==> src/rtl/braille_display_driver.sv <==
// braille_display_driver: serialises six 6-dot braille cells to an actuator driver chain.
// Rev 1.0 -- initial release.
`default_nettype none

module braille_display_driver #(
  parameter int CLK_DIV      = 4,
  parameter bit AUTO_REFRESH = 1'b1
) (
  input  logic       clk,
  input  logic       rst,
  input  logic [5:0] h_l,
  input  logic [5:0] h_r,
  input  logic [5:0] m_l,
  input  logic [5:0] m_r,
  input  logic [5:0] s_l,
  input  logic [5:0] s_r,
  input  logic       refresh,
  output logic       sclk,
  output logic       sdata,
  output logic       latch,
  output logic       busy,
  output logic       done
);

  typedef enum logic [2:0] {
    IDLE     = 3'd0,
    SHIFT_LO = 3'd1,
    SHIFT_HI = 3'd2,
    LATCH    = 3'd3,
    DONE     = 3'd4
  } state_t;

  localparam logic [7:0] C_DIV_LAST = 8'(CLK_DIV - 1);
  localparam logic [5:0] C_LAST_BIT = 6'd35;

  state_t      r_state;
  state_t      w_next;
  logic [35:0] r_shift;
  logic [35:0] r_snap;
  logic [35:0] r_last_sent;
  logic [7:0]  r_div;
  logic [5:0]  r_bit;
  logic        r_pending;

  logic [35:0] w_frame;
  logic        w_div_end;
  logic        w_start;
  logic        w_busy_trig;

  assign w_frame   = {h_l, h_r, m_l, m_r, s_l, s_r};
  assign w_div_end = (r_div == C_DIV_LAST);
  assign w_start   = refresh || r_pending || (AUTO_REFRESH && (w_frame != r_last_sent));
  // While busy, an input change is judged against the frame being sent, so an
  // unchanged frame never queues a redundant follow-up transfer.
  assign w_busy_trig = refresh || (AUTO_REFRESH && (w_frame != r_snap));

  always_ff @(posedge clk) begin
    if (rst) r_state <= IDLE;
    else     r_state <= w_next;
  end

  always_comb begin
    w_next = r_state;
    sclk   = 1'b0;
    sdata  = 1'b0;
    latch  = 1'b0;
    busy   = 1'b1;
    done   = 1'b0;
    case (r_state)
      IDLE: begin
        busy = 1'b0;
        if (w_start) w_next = SHIFT_LO;
      end
      SHIFT_LO: begin
        sdata = r_shift[35];
        if (w_div_end) w_next = SHIFT_HI;
      end
      SHIFT_HI: begin
        sclk  = 1'b1;
        sdata = r_shift[35];
        if (w_div_end) w_next = (r_bit == C_LAST_BIT) ? LATCH : SHIFT_LO;
      end
      LATCH: begin
        latch = 1'b1;
        if (w_div_end) w_next = DONE;
      end
      DONE: begin
        done   = 1'b1;
        w_next = IDLE;
      end
      default: begin
        busy   = 1'b0;
        w_next = IDLE;
      end
    endcase
  end

  always_ff @(posedge clk) begin
    if (rst) begin
      r_shift     <= '0;
      r_snap      <= '0;
      r_last_sent <= '0;
      r_div       <= '0;
      r_bit       <= '0;
      r_pending   <= 1'b0;
    end else begin
      case (r_state)
        IDLE: begin
          r_div <= '0;
          r_bit <= '0;
          if (w_start) begin
            r_shift   <= w_frame;
            r_snap    <= w_frame;
            r_pending <= 1'b0;
          end
        end
        SHIFT_LO, LATCH: begin
          r_div <= w_div_end ? 8'd0 : r_div + 8'd1;
        end
        SHIFT_HI: begin
          if (w_div_end) begin
            r_div   <= '0;
            r_bit   <= r_bit + 6'd1;
            r_shift <= {r_shift[34:0], 1'b0};
          end else begin
            r_div <= r_div + 8'd1;
          end
        end
        DONE: begin
          r_last_sent <= r_snap;
        end
        default: ;
      endcase
      if (r_state != IDLE && w_busy_trig) r_pending <= 1'b1;
    end
  end

endmodule

`default_nettype wire
==> config.mk <==
export PLATFORM = sky130hd
export DESIGN_NAME = braille_display_driver
export DESIGN_NICKNAME = d
export VERILOG_FILES = /design/src/rtl/braille_display_driver.sv
export SDC_FILE = /design/constraint.sdc
export NUM_CORES = 1
export LEC_CHECK = 0
export CAP_MARGIN = 5
export CORE_ASPECT_RATIO = 0.75
export CORE_MARGIN = 1
export CORE_UTILIZATION = 50
export DETAILED_ROUTE_END_ITERATION = 10
export GPL_ROUTABILITY_DRIVEN = 0
export PLACE_DENSITY = 0.68
export SYNTH_ARGS = -nofsm -noshare
export SYNTH_HDL_FRONTEND = slang
export SYNTH_SLANG_ARGS = --single-unit
==> constraint.sdc <==
create_clock -name clk -period 6.2 [get_ports clk]
set_clock_uncertainty 0.1 [all_clocks]
set_input_delay 1.86 -clock clk [delete_from_list [all_inputs] [get_ports clk]]
set_output_delay 1.86 -clock clk [all_outputs]
set_load 0.05 [all_outputs]
After elaboration in Yosys (flattened, before gate mapping)
Index checks and enable logic that the tools add are counted.
- flip-flop bits (word level): 126
- input port bits: 39
- output and inout port bits: 5
- word-level logic and storage cells: 60
- add/subtract/negate cells: 2
- eq/ne operators: 12
- muxes and demuxes: 21
- reduce and logical (&&, ||, !) cells: 18
- operators with widths (cell ; number):
    $mux 36 ; 2
    $ne 36x36->1 ; 2
    $pmux 36 s2 ; 1
    $pmux 8 s2 ; 1
    $mux 3 ; 4
    $pmux 3 s4 ; 1
    $pmux 6 s2 ; 1
    $add 8x1->8 const B ; 1
    $eq 8x2->1 const B ; 1
    $mux 1 ; 8
    $mux 8 ; 1
    $ne 2x2->1 const B ; 4
    $reduce_bool 2->1 ; 4
    $add 6x1->6 const B ; 1
    $eq 3x2->1 const B ; 2
    $eq 6x6->1 const B ; 1
    $mux 6 ; 1
    $reduce_and 2->1 ; 3
    $reduce_and 4->1 ; 1
    $reduce_or 4->1 ; 1
    $eq 3x1->1 const B ; 1
    $eq 3x3->1 const B ; 1
    $logic_not 3->1 ; 1
    $logic_or 1x1->1 ; 3
    other kinds (6) ; 6

Longest topological paths before layout
Gate-level depths: netlist of run 1.
- depth after elaboration: 5
- mapped depth: 8
- gate-level depth less buffers: 7

Worst setup path before layout of run 1
Ideal clock, no wire load.
- path type: reg-to-output
- start point: register r_state[2]
- end point: output done
- arrival: 1.722 ns
- required time: 4.240 ns
- setup slack: 2.518 ns
- cell stages (with the launch flop): 5
- path buffers: 2
- cells stage by stage: dfxtp_1 -> clkbuf_1 -> nand2_1 -> inv_2 -> buf_1
- cells in the longest elaborated chain, start to end: 2
- RTL lines (element ; RTL line ; source):
    start: declaration ; 36 ; state_t r_state;
    start signal: assignment ; 59 ; else r_state <= w_next;
    $eq 3x3->1 ; 69 ; case (r_state)
    $mux 1 ; 69 ;
    end: declaration ; 22 ; output logic done
No other way between the ends.

Worst setup path after layout of run 1
- start point: register r_state[0]
- end point: output done
Same word-level chain as after synthesis.

==> results.toml, run 1 <==
[critical_path]
required_ps = 4240
worst_r2r_path_depth = 7
crit_fanout = 37
reg2reg_from = "r_state[2]$_SDFFE_PP0P_"
worstSetupPathType = "register to primary output"
r2r_end = "r_shift[5]$_SDFFE_PP0P_"
start_kind = "register"
r2r_slack_ps = 2980
cp_data_arrival_time_ps = 2830
setup.worst_path.end_class = "primary output"

[route]
wl_per_cell_um = 16.8
ant_nets = 0
viasPerCell = 5.36
drt_wl_total_mm = 14.6
drcViolationCount = 0
dr_total_vias = 4665
drtPass1Iterations = 4
initialDrtViolationCount = 336

[synthesis]
synthCells = 665
syn_nets = 706
ys_ff_latch = 126
syn-mean-instance-area_um2 = 9.24
synth_cell_types = 41
synthesis.area_um2 = 6140
synth_warnings = 0
ys_seq_area_share_pct = 41.1

[floorplanning]
coreArea_um2 = 11800
start_util_pct = 52.1
dieHeight_um = 98.0
die_area_um2 = 12700
rows = 34
die_x_um = 130
ioPinCount = 44

[power]
pwr-share-seq_pct = 39.2
power_frac_comb_pct = 14.7
p_total_w = 0.00232
switching_power_w = 0.000577
vdd_ir_drop_max_mv = 0.200
p_clk_share_pct = 46.1
p_per_area_nw_per_um2 = 318
power.leakage_nw = 2.70
netSwitchingFraction_pct = 24.9
p_int_w = 0.00174

[cts]
clkSlewWorstSetupHoldPaths_ps = 50
clkSinkCount = 126
cts_setup_buffers = 0
cts_root_buffer = "clkbuf_16"
htree_levels = 4
cts_inserted_buffers = 17
postCtsResizedCells = 0
clk_latency_ps = 410
cts_buffer_depth = 2
ctsHoldBuffers = 0
cts_tree = "done"

[grt]
grt_pass1_vias = 4368
antenna_found_initial = 0
grt_pass1_wl_mm = 23.3
grt_overflow = 0
grtUsageTotal_pct = 24.3
grt_max_degree = 91

[final_layout]
final_common_cell = "dfxtp_1"
fin_util_pct = 61.9
regArea_um2 = 2520
syn2layout_area_growth_pct = 18.7
fillCellCount = 1019
antennaDiodeCount = 0
drive_gt1_share_pct = 11.4
multiInputGateArea_um2 = 3430
fin_nets = 736
layout_common_cells = "dfxtp_1 (126), nor2_1 (89), nand2_1 (83), mux2i_1 (73), xnor2_1 (67)"

[placement]
place.detailed.hpwl_mm = 9.87
place_ws_ps = 1260
numPortBuffers = 43

[timing]
tns_ps = 0
setup_viol = 0
slew_headroom_pct = 28.6
timing.final.crit_share_pct = 77.2
rsz0062_at_grt = "no"
fmax_ghz = 0.209
hold_viol = 0
fin_crit_ps = 4790
final-max-slew-violation-count = 0
worst_pin_slew_ps = 1070
setup_ws_ps = 1410

[hold_path]
holdPathStages = 2
holdCritStartpoint = "r_last_sent[20]$_SDFFE_PP0P_"
whs_endpoint = "r_last_sent[20]$_SDFFE_PP0P_"
hold_class = "register to register"

[run_status]
status = "finished clean"

[job]
cap_violations = 0
[cell usage after synthesis, drive strengths merged]
| cell type | count | area share (%) |
|---|---|---|
| nor3 | 1 | 0.081 |
| ha | 2 | 0.41 |
| nor4 | 8 | 1.0 |
| mux2i | 73 | 12 |
| xnor2 | 67 | 9.6 |
| a31oi | 3 | 0.31 |
| nor2 | 89 | 5.4 |
| and2 | 1 | 0.10 |
| nand3b | 1 | 0.12 |
| nand3 | 5 | 0.41 |
| o21ai | 4 | 0.51 |
| nor3b | 1 | 0.12 |
| dfxtp | 126 | 41 |
| a211o | 1 | 0.14 |
| nor2b | 39 | 4.0 |
| and4 | 1 | 0.14 |
| nand4 | 17 | 1.7 |
| nor4b | 1 | 0.39 |
| a21oi | 39 | 3.2 |
| inv | 3 | 0.18 |
| a211oi | 2 | 0.45 |
| mux2 | 36 | 7.2 |
| a22oi | 2 | 0.24 |
| buf | 16 | 1.9 |
| nand2 | 84 | 5.2 |
| a32o | 1 | 0.16 |
| clkbuf | 21 | 1.3 |
| and3 | 5 | 0.51 |
| a311oi | 1 | 0.14 |
| xor2 | 15 | 2.1 |
[through the flow]
step	instance area, um2	hold slack [ps]	std cells
floorplan	6140	348	665
global placement	6660	355	838
detailed placement	6660	360	838
CTS	7290	368	870
global route	7290	377	870
finish	7290	366	870
[cell families (layout without fill, tap and decap cells)]
| group | count (synthesis) | count (layout) | synth area share, % |
|---|---|---|---|
| XOR/XNOR | 82 | 82 | 11.7 |
| flip-flops | 126 | 126 | 41.1 |
| AND/OR/NAND/NOR | 253 | 253 | 19.2 |
| AO/OA/AOI/OAI | 53 | 53 | 5.13 |
| adder cells (fa/ha/maj) | 2 | 2 | 0.407 |
| buffers and inverters | 40 | 83 | 3.36 |
| multiplexers | 109 | 109 | 19.1 |
[how the worst max path moves through the flow]
stage / startpoint / to / depth (start not counted)
final: r_state[0]$_SDFFE_PP0P_ / done / 4
after global routing: r_state[0]$_SDFFE_PP0P_ / done / 4
after CTS: r_state[0]$_SDFFE_PP0P_ / done / 4
after detailed placement: h_l[3] / r_shift[12]$_SDFFE_PP0P_ / 8
after global placement: h_l[3] / r_shift[12]$_SDFFE_PP0P_ / 8
after floorplan: r_state[2]$_SDFFE_PP0P_ / done / 4
[sequential cells by signal (all words and copies together), names as in the netlist]
| register | cells |
|---|---|
| r_snap | 36 |
| r_pending | 1 |
| r_div | 8 |
| r_state | 3 |
| r_shift | 36 |
| r_bit | 6 |
| r_last_sent | 36 |
[critical path, cell delays in order, from the launching register on]
cell and delay [ps]:
dfxtp_1 400, nor2_1 340, nand2_1 140, inv_2 580
clkdlybuf4s50_1 940
[area by class of cell]
cell class	instances	area share (%)
inverters	3	0.154
flip-flops and latches	126	34.6
repair buffers	48	6.72
multi-input cells	499	47.0
well taps	162	2.78
clock inverters	9	2.16
clock buffers	23	6.55
[power by group through the flow]
stage	Clock (W)	Sequential [W]	Combinational [W]
floorplan	0	0.000908	0.000257
global placement	0	0.000919	0.000334
detailed placement	0	0.000922	0.000341
CTS	0.00108	0.000907	0.000344
global route	0.00112	0.000914	0.000369
finish	0.00107	0.000908	0.000341
[metal layers]
layer	up-vias	GRT usage, %	wire length, um
li1	2286	-	-
met1	2266	35.4	7530
met2	96	35.7	6270
met4	0	7.51	182
met3	17	4.99	629
met5	-	0	0
Note: power is estimated with default switching activity, not from simulation.
==> run 2, diff against run 1 <==
--- a/config.mk
+++ b/config.mk
@@ -11,7 +11,7 @@
 export CORE_UTILIZATION = 50
 export DETAILED_ROUTE_END_ITERATION = 10
 export GPL_ROUTABILITY_DRIVEN = 0
-export PLACE_DENSITY = 0.68
+export PLACE_DENSITY = 0.7
 export SYNTH_ARGS = -nofsm -noshare
 export SYNTH_HDL_FRONTEND = slang
 export SYNTH_SLANG_ARGS = --single-unit
==> constraint.sdc (replaced) <==
create_clock -name clk -period 3.95 [get_ports clk]
set_clock_uncertainty 0.1 [all_clocks]
set_input_delay 1.185 -clock clk [delete_from_list [all_inputs] [get_ports clk]]
set_output_delay 1.185 -clock clk [all_outputs]
set_load 0.05 [all_outputs]
==> run 2 against run 1 <==
Effect of this change: cell count up 2.0%; die area unchanged; sequential power up 56%; sequential share of layout area down 0.81 points; largest cell class unchanged; global-route usage up 0.83 points; critical path type unchanged; critical path depth down 1; utilization up 1.5 points; via count up 1.7%.
==> results.toml, run 2 (same netlist as run 1, synthesis figures left out) <==
[run_status]
status = "finished clean"

[timing]
hold_viol = 0
rsz0062_at_grt = "no"
tns_ps = 0
slew_headroom_pct = 24.7
setup_viol = 0
fmax_ghz = 0.285
fin_crit_ps = 3510
final-max-slew-violation-count = 0
worst_pin_slew_ps = 1120
timing.final.crit_share_pct = 88.8

[floorplanning]
dieHeight_um = 98.0
start_util_pct = 52.1
coreArea_um2 = 11800
die_x_um = 130
ioPinCount = 44
die_area_um2 = 12700
rows = 34

[final_layout]
syn2layout_area_growth_pct = 21.5
final_cells = 887
regArea_um2 = 2520
drive_gt1_share_pct = 14.1
reg_top3 = "r_last_sent (36), r_shift (36), r_snap (36)"
fin_area_um2 = 7470
final_common_cell = "dfxtp_1"
multiInputGateArea_um2 = 3430
fin_util_pct = 63.4
antennaDiodeCount = 0
layout_common_cells = "dfxtp_1 (126), nor2_1 (89), nand2_1 (83), mux2i_1 (73), xnor2_1 (67)"
fillCellCount = 963
fin_nets = 755

[power]
power.leakage_nw = 2.80
p_per_area_nw_per_um2 = 493
vdd_ir_drop_max_mv = 0.304

[grt]
gr-usage-met3_pct = 5.64
grt_pass1_vias = 4575
met2_usage_pct = 38.4
busiest_layer = "met2"
antenna_found_initial = 0
grt_overflow = 0
grt_pass1_wl_mm = 23.9
grtUsageTotal_pct = 25.1
grt_max_degree = 67
gr-usage-met1_pct = 35.5

[placement]
numPortBuffers = 43
place.detailed.hpwl_mm = 10.4
place_inst = 857
placed_cell_area_um2 = 6830

[cts]
cts_root_buffer = "clkbuf_16"
cts_setup_buffers = 0
cts_tree = "done"
ctsHoldBuffers = 0
cts_inserted_buffers = 17
clk_latency_ps = 410
htree_levels = 4
postCtsResizedCells = 0
clkSinkCount = 126
clkSlewWorstSetupHoldPaths_ps = 60
cts_buffer_depth = 2

[route]
viasPerCell = 5.35
drcViolationCount = 0
drt_wl_total_mm = 15.2
drtPass1Iterations = 5
wl_per_cell_um = 17.1
ant_nets = 0
initialDrtViolationCount = 409
dr_total_vias = 4743

[hold_path]
hold_class = "register to register"

[job]
cap_violations = 0

[critical_path]
setup.worst_path.end_class = "primary output"
worstSetupPathType = "register to primary output"
start_kind = "register"
crit_fanout = 13
required_ps = 2660
cp_data_arrival_time_ps = 2220
[run 2: stage by stage]
| step | power (W) | worst slack [ps] | hold slack, ps |
|---|---|---|---|
| floorplan | 0.00183 | 943 | 348 |
| global placement | 0.00199 | 239 | 355 |
| detailed placement | 0.00201 | 191 | 361 |
| CTS | 0.00370 | 454 | 369 |
| global route | 0.00381 | 348 | 381 |
| finish | 0.00368 | 443 | 366 |
[run 2: worst max-delay path: stages, from the launching register on]
cell and delay [ps]:
dfxtp_1 650, inv_1 250, and3_1 220, clkdlybuf4s50_1 700
[run 2: power by group]
part | internal (W) | switching [W]
clock network | 0.00113 | 0.000565
registers | 0.00136 | 0.0000648
logic | 0.000285 | 0.000282
total | 0.00277 | 0.000911
[run 2: final cells by class]
type | instances | share of cell area (%)
Multi-Input combinational cell | 499 | 45.9
Sequential cell | 126 | 33.8
Timing Repair Buffer | 67 | 8.91
Clock buffer | 19 | 5.93
Tap cell | 162 | 2.71
Clock inverter | 11 | 2.56
Inverter | 3 | 0.151
[run 2: final timing paths]
check	end	startpoint	slack, ps	cells past startpoint
max	sdata	r_state[2]$_SDFFE_PP0P_	440	3
min	r_last_sent[24]$_SDFFE_PP0P_	r_last_sent[24]$_SDFFE_PP0P_	370	2
max reg2reg	r_shift[2]$_SDFFE_PP0P_	r_state[1]$_SDFFE_PP0P_	1520	6
min reg2reg	r_last_sent[24]$_SDFFE_PP0P_	r_last_sent[24]$_SDFFE_PP0P_	370	2
[run 2: layer usage]
metal / vias up / wire, um / part of all wire (%)
li1: 2320 / - / -
met1: 2274 / 7440 / 49
met2: 136 / 6770 / 45
met3: 13 / 803 / 5.3
met4: 0 / 148 / 0.98
met5: - / 0 / 0
==> RTL change 1: new RTL, settings of run 1 <==
The parameter `AUTO_REFRESH` goes from 1'b1 to 1'b0.
--- a/src/rtl/braille_display_driver.sv
+++ b/src/rtl/braille_display_driver.sv
@@ -6,3 +6,3 @@
   parameter int CLK_DIV      = 4,
-  parameter bit AUTO_REFRESH = 1'b1
+  parameter bit AUTO_REFRESH = 1'b0
 ) (
Formal check against the unedited RTL: not equivalent (Yosys sat finds a counterexample within 4 cycles, from zero or initial values and one cycle with rst high).
==> RTL change 1 against run 1 <==
The flow now finishes with violations (design-rule violations); worst setup slack better by 640 ps; critical path type unchanged; cell area is 58% lower; combinational power is 66% lower; sequential cell count is 72 lower; wire length is 60% lower; register-to-register slack better by 900 ps; die area is 58% lower; power is 68% lower; synthesized area is 59% lower.
==> RTL change 1: results (changes against run 1) <==
status finished, violations left; violated checks design-rule violations; clk root buf clkbuf_8; clk_lat worst skew 310 ps (-100 ps); Fillers 442 (-57%); CP max FO 18 (-51%); CP Capture Point sclk; met2 wire len 2421 um (-61%); hold_ws 397.4 ps (+30.99 ps); sequential fraction of the synthesis area 42.67% (+1.6 points); Nets 363 (-51%); Post-CTS Setup Inserts 0 (unchanged); main area contributors after synthesis dfxtp_1 43%, a211oi_1 10%, a21oi_1 9.1%, o22ai_1 8.6%, clkbuf_1 2.1%; Reg clk slew, reported paths 100 ps (+50 ps); Reg2Reg Depth 5 (-2); CTS buffer count 5 (-12); synthesized instance count 295 (-56%); wl on met1 3042 um (-60%); GRT met2 Usage 33.50% (-2.2 points); Post-Syn Nets 337 (-52%); fin crit share 66.90% (-10 points); hold_sp r_div[1]; HPWL Detailed 3621 um (-63%); CP max stage delay 810 ps (-130 ps); largest net degree at the start of global routing 42 (-54%); Design Power 0.7467 mW (-68%); share of post-route cells with drive strength above 1 7.764% (-3.7 points); DR WL met3 332 um (-47%); sequential power share 51.9% (+13 points); Wirelength per Cell 15.38 um (-8.4%); CP arrival 2190 ps (-640 ps); dpl ws 2202 ps (+938.3 ps); Comb. pwr 0.117 mW (-66%); vias in the first global route 2049 (-53%); r2r endpoint r_shift[13]; Switch Pwr 0.1967 mW (-66%); H-tree levels 2 (-2); Vias/cell 6.128 (+14%); Lkg Pwr 1.012 nW (-62%); Hold Crit Endpoint r_div[1]; FF-to-FF Start r_state[1]; CP Launch Point r_state[2]; most frequent cells after synthesis 54 x dfxtp_1, 46 x a21oi_1, 35 x a211oi_1, 35 x o22ai_1; Worst VDD drop 0.1572 mV (-21%); M1 GR Usage 34.36% (-1.1 points); Worst slew margin 28.49% (-0.11 points); # DRC 4 (+4); Tot GR Track Use 23.21% (-1.1 points); top flop regs r_shift (36), r_div (8), r_bit (6); placed cell area 2932 um^2 (-56%); first-pass GRT wire length 9998 um (-57%)
==> RTL change 1: cell types whose count changed in the layout (fill, tap and decap cells not counted), sizes merged, moves of 9 or more <==
cell,before,now
a211oi,2,35
a21oi,39,48
clkbuf,23,5
dfxtp,126,54
mux2,36,0
mux2i,73,0
nand2,84,12
nand4,17,5
nor2,89,15
nor2b,39,2
o22ai,0,35
xnor2,67,2
xor2,15,1
==> RTL change 1: cells by family after synthesis <==
kind of cell               after synthesis  share of synthesized area, %
buffers and inverters                   30                         5.728
and+or+nand+nor                         67                         15.01
adders and majority gates                3                         1.482
DFF                                     54                         42.67
AOI/OAI and AO/OA                      138                         34.07
xor gates and xnor gates                 3                         1.037
==> RTL change 1: cell type report <==
cell class	count	area, um^2	area share (%)
inverters	2	7.507	0.2465
multi-input cells	211	1308	42.93
flip-flops and latches	54	1081	35.50
repair buffers	47	460.4	15.12
well taps	60	75.07	2.465
clock inverters	3	45.04	1.479
clock buffers	5	68.82	2.260
==> RTL change 2: new RTL, settings of run 1 <==
Made on the original files. Encoding of `state_t`: now Gray code (3 bits for 5 states).
--- a/src/rtl/braille_display_driver.sv
+++ b/src/rtl/braille_display_driver.sv
@@ -25,7 +25,7 @@
   typedef enum logic [2:0] {
-    IDLE     = 3'd0,
-    SHIFT_LO = 3'd1,
-    SHIFT_HI = 3'd2,
-    LATCH    = 3'd3,
-    DONE     = 3'd4
+    IDLE     = 3'b000,
+    SHIFT_LO = 3'b001,
+    SHIFT_HI = 3'b011,
+    LATCH    = 3'b010,
+    DONE     = 3'b110
   } state_t;
Check against the original RTL: no difference found for any inputs over 10 cycles, from zero or initial values and one cycle with rst high; not proved beyond that.
==> RTL change 2 against run 1 <==
Worst setup slack got worse by 170 ps; synthesized area decreased by 2.2%; count of clock-buffer cells in the layout decreased by 5; critical path depth unchanged; wire length increased by 11%; synthesized cell count increased by 4.1%; register-to-register slack about the same; cell area decreased by 2.7%; worst hold slack improved by 2.2 ps; non-clock buffer count increased by 5; sequential cell count unchanged; sequential share of layout area increased by 0.95 points; largest cell class unchanged.
Power is not compared: it rests on default switching activity, and its combinational part moved more than twofold at a synthesized area within 25%.
==> RTL change 2: results (changes against run 1) <==
Worst slew margin 41.80% (+13 points); share of post-route cells with drive strength above 1 6.974% (-4.5 points); status completed; most frequent cells after synthesis 126 x dfxtp_1, 82 x nand2_1, 79 x a21oi_1; Fillers 1001 (-1.8%); vias in the first global route 5121 (+17%); sequential fraction of the synthesis area 41.97% (+0.91 points); DRT Wirelength 16240 um (+11%); Nets 745 (+1.2%); H-tree levels 4 (unchanged); initial drt markers 489 (+46%); DR WL met3 977 um (+55%); met2 wire len 7233 um (+15%); HPWL Detailed 10090 um (+2.3%); placed cell area 6442 um^2 (-3.2%); Synthesis Warnings 0 (unchanged); Final Slew Violations 0 (unchanged); largest net degree at the start of global routing 64 (-30%); main area contributors after synthesis dfxtp_1 42%, xnor2_1 9.8%, a21oi_1 6.6%, mux2i_1 6.0%, nand2_1 5.1%; CP arrival 3000 ps (+170 ps); Tot GR Track Use 27.47% (+3.2 points); 1st-pass router iterations 5 (+1); wl on met1 7845 um (+4.2%); first-pass GRT wire length 26830 um (+15%); crit-path leading delay family buffers and inverters; Reg clk slew, reported paths roughly 60 ps; dpl ws 1513 ps (+248.9 ps); Post-Syn Nets 733 (+3.8%); Port Buffers 43 (unchanged); Lkg Pwr about 2.5 nW; total inserted antenna cells 0 (unchanged); routed vias 5321 (+14%); synth unique cells 41 (unchanged); initial antenna violation count 0 (unchanged)
[RTL change 2: cell type report]
class / instances / area [um^2] / share of cell area [%]
clock inverter: 14 / 216.5 / 3.050
multi-input combinational: 501 / 3196 / 45.02
timing repair buffer: 53 / 503.0 / 7.086
clock buffer: 18 / 439.2 / 6.187
inverter: 5 / 18.77 / 0.2644
tap: 162 / 202.7 / 2.856
sequential: 126 / 2522 / 35.54
[RTL change 2: logic make-up after synthesis]
logic type               Yosys count  synth area share, %
AO/OA/AOI/OAI                    195                20.20
buffers and inverters             65                4.851
flip-flops                       126                41.97
AND/OR/NAND/NOR                  187                14.72
adder cells (fa/ha/maj)            2               0.4163
XOR/XNOR                          80                11.66
multiplexers                      37                6.184
[RTL change 2: final timing paths]
check        slack, ps  cells past startpoint              end            start
max               1240                      4             done       r_state[2]
min                370                      2  r_last_sent[35]  r_last_sent[35]
min reg2reg        370                      2  r_last_sent[35]  r_last_sent[35]
max reg2reg       2970                      8         r_bit[5]       r_state[2]
[RTL change 2: per-stage QoR]
step                total power, mW  cells
floorplan                     1.914    692
global placement              2.147    847
detailed placement            2.186    847
CTS                           3.286    879
global route                  3.465    879
finish                        3.291    879
[RTL change 2: worst register-to-register path, cell delays in order (launching register included)]
cell and delay [ps]:
dfxtp_1 470, nand3b_1 290, inv_2 420, a32o_1 830
buf_4 430, and4_1 290, nand3_1 100, xor2_1 130
nor2_1 50
[RTL change 2: routing by layer]
metal  up-vias  GRT usage, %
met5         -             0
met2       160         41.37
met3        20         5.476
met1      2616         39.52
met4         0         7.692
li1       2525             -
[RTL change 2: power breakdown]
part | switching [mW] | internal, mW | total (mW) | leakage (nW)
clock | 0.377 | 0.725 | 1.10 | 0.320
combinational | 0.608 | 0.397 | 1.01 | 1.12
sequential | 0.159 | 1.02 | 1.18 | 1.03
